File: config.mk
export PLATFORM = sky130hd
export DESIGN_NAME = muldiv_ctrl
export DESIGN_NICKNAME = d
export VERILOG_FILES = /design/src/rtl/md_pkg.sv /design/src/rtl/div_core.sv /design/src/rtl/muldiv_ctrl.sv
export SDC_FILE = /design/constraint.sdc
export NUM_CORES = 2
export LEC_CHECK = 0
export ABC_AREA = 1
export CELL_PAD_IN_SITES_DETAIL_PLACEMENT = 1
export CELL_PAD_IN_SITES_GLOBAL_PLACEMENT = 2
export CORE_MARGIN = 2
export CORE_UTILIZATION = 36
export DETAILED_ROUTE_END_ITERATION = 16
export PLACE_DENSITY_LB_ADDON = 0.12
export SKIP_LAST_GASP = 1
export SYNTH_ARGS = -nofsm -noshare
export SYNTH_HDL_FRONTEND = slang
export SYNTH_SLANG_ARGS = --single-unit
File: constraint.sdc
create_clock -name clk -period 7.8 [get_ports clk]
set_input_delay 2.34 -clock clk [delete_from_list [all_inputs] [get_ports clk]]
set_output_delay 2.34 -clock clk [all_outputs]
set_load 0.01 [all_outputs]
File: src/rtl/md_pkg.sv
// Shared definitions for the HI/LO multiply/divide sequencer.
// Op encodings, FSM state encoding, divider iteration count, magnitude helper.
package md_pkg;

    localparam logic [1:0] MD_OP_MULT  = 2'b00;
    localparam logic [1:0] MD_OP_MULTU = 2'b01;
    localparam logic [1:0] MD_OP_DIV   = 2'b10;
    localparam logic [1:0] MD_OP_DIVU  = 2'b11;

    localparam int MD_DIV_ITER = 32;

    typedef enum logic [1:0] {
        MD_IDLE = 2'd0,
        MD_MUL  = 2'd1,
        MD_DIV  = 2'd2,
        MD_DONE = 2'd3
    } md_state_e;

    // Two's complement magnitude when sgn is set, raw value otherwise.
    function automatic logic [31:0] md_abs(input logic [31:0] v,
                                           input logic        sgn);
        return (sgn && v[31]) ? (~v + 32'd1) : v;
    endfunction

endpackage

File: src/rtl/div_core.sv
// Iterative 32-step restoring divider on unsigned magnitudes.
// Ports: clk, resetn (async low), load (latch operands, clear counter),
//   step (run one iteration), dividend/divisor (magnitudes, sampled on load),
//   done (high during the final step), quo/rem (post-step values, valid with done).
module div_core
    import md_pkg::*;
(
    input  logic        clk,
    input  logic        resetn,
    input  logic        load,
    input  logic        step,
    input  logic [31:0] dividend,
    input  logic [31:0] divisor,
    output logic        done,
    output logic [31:0] quo,
    output logic [31:0] rem
);

    logic [31:0] rem_q, quo_q, dsr_q;
    logic [4:0]  cnt_q;
    logic [32:0] part, diff;
    logic        sub_ok;
    logic [31:0] rem_d, quo_d;

    // quo_q starts as the dividend; its MSB is shifted into the
    // partial remainder while quotient bits enter from the LSB.
    always_comb begin
        part   = {rem_q, quo_q[31]};
        diff   = part - {1'b0, dsr_q};
        sub_ok = ~diff[32];
        rem_d  = sub_ok ? diff[31:0] : part[31:0];
        quo_d  = {quo_q[30:0], sub_ok};
    end

    always_ff @(posedge clk or negedge resetn) begin
        if (!resetn) begin
            rem_q <= '0;
            quo_q <= '0;
            dsr_q <= '0;
            cnt_q <= '0;
        end else if (load) begin
            rem_q <= '0;
            quo_q <= dividend;
            dsr_q <= divisor;
            cnt_q <= '0;
        end else if (step) begin
            rem_q <= rem_d;
            quo_q <= quo_d;
            cnt_q <= cnt_q + 5'd1;
        end
    end

    assign done = step && (cnt_q == 5'(MD_DIV_ITER - 1));
    assign quo  = quo_d;
    assign rem  = rem_d;

endmodule

File: src/rtl/muldiv_ctrl.sv
// HI/LO multiply/divide sequencer: FSM, operand latches, multiplier, sign fix.
// Ports: clk, resetn, md_start/md_op/md_src1/md_src2 request, md_cancel flush,
//   md_ready/md_busy, mul_out_valid/div_out_valid pulses, md_result {HI,LO}.
// Build option: MD_DIVZERO_FAST_EN finishes a zero-divisor divide in one step.
module muldiv_ctrl
    import md_pkg::*;
(
    input  logic        clk,
    input  logic        resetn,
    input  logic        md_start,
    input  logic [1:0]  md_op,
    input  logic [31:0] md_src1,
    input  logic [31:0] md_src2,
    input  logic        md_cancel,
    output logic        md_ready,
    output logic        md_busy,
    output logic        mul_out_valid,
    output logic        div_out_valid,
    output logic [63:0] md_result
);

    md_state_e   state_q;
    logic [1:0]  op_q;
    logic [31:0] src1_q, src2_q;

    logic        accept, in_sdiv, sdiv, smul;
    logic        dv_done, dv_step, dz_fast, div_fin;
    logic [31:0] dv_quo, dv_rem, a_mag, qm, rm, qf, rf;
    logic [63:0] a_ext, b_ext, prod;

    assign accept  = md_start && md_ready && !md_cancel;
    assign in_sdiv = (md_op == MD_OP_DIV);
    assign dv_step = (state_q == MD_DIV) && !md_cancel;

    div_core u_div (
        .clk      (clk),
        .resetn   (resetn),
        .load     (accept && md_op[1]),
        .step     (dv_step),
        .dividend (md_abs(md_src1, in_sdiv)),
        .divisor  (md_abs(md_src2, in_sdiv)),
        .done     (dv_done),
        .quo      (dv_quo),
        .rem      (dv_rem)
    );

    // Sign-extend for MULT; the low 64 bits of the product are exact.
    assign smul  = (op_q == MD_OP_MULT);
    assign a_ext = {{32{smul & src1_q[31]}}, src1_q};
    assign b_ext = {{32{smul & src2_q[31]}}, src2_q};
    assign prod  = a_ext * b_ext;

    assign sdiv  = (op_q == MD_OP_DIV);
    assign a_mag = md_abs(src1_q, sdiv);

`ifdef MD_DIVZERO_FAST_EN
    assign dz_fast = (src2_q == 32'd0);
`else
    assign dz_fast = 1'b0;
`endif

    // A zero divisor makes every trial subtract succeed, so the
    // shortcut reproduces the iterative result exactly.
    assign div_fin = dv_done || dz_fast;
    assign qm = dz_fast ? 32'hFFFF_FFFF : dv_quo;
    assign rm = dz_fast ? a_mag : dv_rem;
    assign qf = (sdiv && (src1_q[31] ^ src2_q[31])) ? (~qm + 32'd1) : qm;
    assign rf = (sdiv && src1_q[31]) ? (~rm + 32'd1) : rm;

    always_ff @(posedge clk or negedge resetn) begin
        if (!resetn) begin
            state_q   <= MD_IDLE;
            op_q      <= '0;
            src1_q    <= '0;
            src2_q    <= '0;
            md_result <= '0;
        end else if (md_cancel) begin
            state_q <= MD_IDLE;
        end else begin
            unique case (state_q)
                MD_IDLE: begin
                    if (md_start) begin
                        op_q    <= md_op;
                        src1_q  <= md_src1;
                        src2_q  <= md_src2;
                        state_q <= md_op[1] ? MD_DIV : MD_MUL;
                    end
                end
                MD_MUL: begin
                    md_result <= prod;
                    state_q   <= MD_DONE;
                end
                MD_DIV: begin
                    if (div_fin) begin
                        md_result <= {rf, qf};
                        state_q   <= MD_DONE;
                    end
                end
                MD_DONE: state_q <= MD_IDLE;
                default: state_q <= MD_IDLE;
            endcase
        end
    end

    assign md_ready      = (state_q == MD_IDLE);
    assign md_busy       = ~md_ready;
    // Cancel masks the pulse in the same cycle it is sampled.
    assign mul_out_valid = (state_q == MD_DONE) && !op_q[1] && !md_cancel;
    assign div_out_valid = (state_q == MD_DONE) &&  op_q[1] && !md_cancel;

endmodule
==> impl_metrics.py <==
metrics = {
    "drt": {
        "wl_um": 211000,
        "ant_nets": 0,
        "drtPass1Iterations": 5,
        "vias": 46800,
        "post_drt_via_cell_ratio": 4.91,
        "wl_per_cell_um": 22.1,
        "drc": 0,
        "drt_iter0_markers": 2402,
    },
    "placed_design": {
        "port_buffers": 137,
        "preCtsSetupSlack_ns": -0.578,
        "dp_hpwl_um": 179000,
        "place_area_um2": 61900,
        "gp_congestion": 0.895,
    },
    "sta": {
        "slew_headroom_pct": 34.1,
        "setup_ws_ns": 0.0926,
        "period_needed_ns": 7.71,
        "setup_viol": 0,
        "maxSlewViolCount": 0,
        "tightestPinTransition_ns": 0.985,
        "hold_viol_final": 0,
        "max_freq_mhz": 130,
        "skew_ns": 0.0352,
        "rsz0062_at_grt": "true",
        "finalCritPeriodShare_pct": 98.8,
    },
    "critical_path": {
        "worstPathRequired_ns": 8.33,
        "worstPathBufferInverterCount": 11,
        "crit_path_start_kind": "flop",
        "cpMaxStageDelayCell": "fa_2",
        "arrival_ns": 8.24,
        "cp_top_family": "adder cells",
        "endpoint_kind": "flop",
        "path_class": "flop to flop",
        "critical_path.max_stage_delay_ns": 0.61,
        "cp_max_fo": 7,
    },
    "global_routing": {
        "antenna_found_initial": 7,
        "grt_max_degree": 96,
        "track_usage_pct": 27.2,
        "grt-ovfl-total": 0,
        "grt_pass1_wl_um": 323000,
        "first_global_vias": 51800,
    },
    "finish": {
        "layout_common_cells": "inv_1 (1833), nand2_1 (1799), fa_1 (1101), buf_4 (408), nor2_1 (319)",
        "final_common_cell": "inv_1",
        "nFillCells": 18500,
        "final_area_um2": 65100,
        "register_area_um2": 5850,
        "multiInputGateArea_um2": 41900,
        "layout-drive-gt1-share_pct": 12.7,
        "nNetsFinal": 8936,
        "syn2layout_area_growth_pct": 18.8,
    },
    "die": {
        "die_x_um": 394,
        "initial_core_util_pct": 36.2,
        "die_h_um": 394,
        "io_pins": 138,
        "dieArea_um2": 155000,
        "coreArea_um2": 152000,
        "num_rows": 143,
    },
    "clock_tree": {
        "clockRootBuffer": "clkbuf_16",
        "clk_pin_slew_worst_paths_ns": 0.07,
        "clkSinkCount": 233,
        "cts_tree": "done",
        "cts_max_level": 1,
        "cts_buffers": 31,
        "clockBufferDepth": 3,
        "hold_buffers": 0,
        "clkLatencyLatePin_ns": 0.65,
    },
    "synth": {
        "synth-edff-count": 0,
        "yosysUniqueCellTypes": 57,
        "syn_nets": 8590,
        "synth_top_area_share_pct": 41.1,
        "ys.flop_type": "dfrtp_1",
        "ys_seq_area_share_pct": 10.6,
        "synth.avg_cell_area_um2": 7.68,
        "yosys_register_bits": 233,
        "syn-cell-area_um2": 54800,
        "synthArstFlopShare_pct": 100,
        "yosysWarnings": 0,
        "synth_largest_area_cell": "fa_1",
        "synthTopCellsByArea": "fa_1 (41%), inv_1 (13%), nand2_1 (13%)",
        "synthCells": 7140,
    },
    "job": {
        "max_cap_viol_count": 0,
    },
    "status": {
        "status": "completed",
    },
    "hold_path": {
        "hold_class": "flop to flop",
    },
}
-- cell families after synthesis --
family	synth area share [%]
compound gates	6.78
buf+inv	15.3
simple gates	19.0
flops	10.6
fa+ha+maj	46.9
xor+xnor	1.31
-- final cells by class --
class                      count  share of cell area, %
multi-input combinational   4692                   64.3
tap                         2030                   3.90
clock inverter                19                  0.504
timing repair buffer         663                   10.2
sequential                   233                   8.98
inverter                    1865                   10.8
antenna                        2                0.00769
clock buffer                  39                   1.31
-- worst min-delay path, cell delays in order, from the launching register on --
cell	delay (ns)
dfrtp_1	0.34
nand2_1	0.05
nand2_1	0.06
-- flip-flops by register name (all words and copies together), names as in the netlist --
signal / cells
md_result: 64
op_q: 2
src1_q: 32
src2_q: 32
state_q: 2
u_div.cnt_q: 5
u_div.dsr_q: 32
u_div.quo_q: 32
u_div.rem_q: 32
-- final timing paths --
path | start | cells after the start | slack, ns | to
worst max-delay path | src1_q[31]$_DFFE_PN0P_ | 32 | 0.09 | md_result[59]$_DFFE_PN0P_
worst min-delay path | md_result[6]$_DFFE_PN0P_ | 2 | 0.49 | md_result[6]$_DFFE_PN0P_
worst max register to register | src1_q[31]$_DFFE_PN0P_ | 32 | 0.09 | md_result[59]$_DFFE_PN0P_
worst min register to register | md_result[6]$_DFFE_PN0P_ | 2 | 0.49 | md_result[6]$_DFFE_PN0P_
max in group asynchronous | resetn | 2 | 4.79 | u_div.rem_q[12]$_DFFE_PN0P_
min in group asynchronous | resetn | 1 | 1.75 | u_div.rem_q[25]$_DFFE_PN0P_
-- through the flow --
step,setup TNS [ns],hold WS [ns],std cells,utilization (%)
after floorplan,0,0.453,7140,-
after global placement,-3.34,0.465,9429,40.9
after detailed placement,-4.36,0.473,9429,40.9
after CTS,-0.261,0.494,9493,41.9
after global routing,-1.58,0.520,9541,43.0
final,0,0.487,9543,43.0
-- layer usage --
metal	global-route usage, %	wire (um)	vias up
li1	-	-	21400
met1	39.0	97700	24500
met2	46.0	101000	763
met3	2.26	7770	143
met4	3.91	4040	2
met5	0	9	-
-- repair_timing --
action | 4_1_cts | 5_1_grt
endpoints found under the setup margin | 24 | 34
setup buffers | 6 | 43
cloned | 0 | 7
pin swaps | 16 | 91
resized for setup | 99 | 297
-- Yosys cell counts (11+ instances only) --
master    number
inv_1       1857
nand2_1     1833
or2_2         19
xor2_1        53
nand2_2       33
nand4_1       27
o22ai_1       30
nor3_1        40
xnor2_1       29
o221ai_1      32
dfrtp_1      233
ha_1         254
nor2_2        11
a31oi_1       43
o21bai_1      13
fa_1        1126
o21ai_0      262
nor2_1       378
a21oi_1      206
nor4_1        12
nand3_1      188
nand3b_1      12
a21o_1        12
o211ai_1      15
clkbuf_1     329
Power is not shown: default switching activity piles up to over one toggle a cycle in this logic, so the estimate is an artifact.
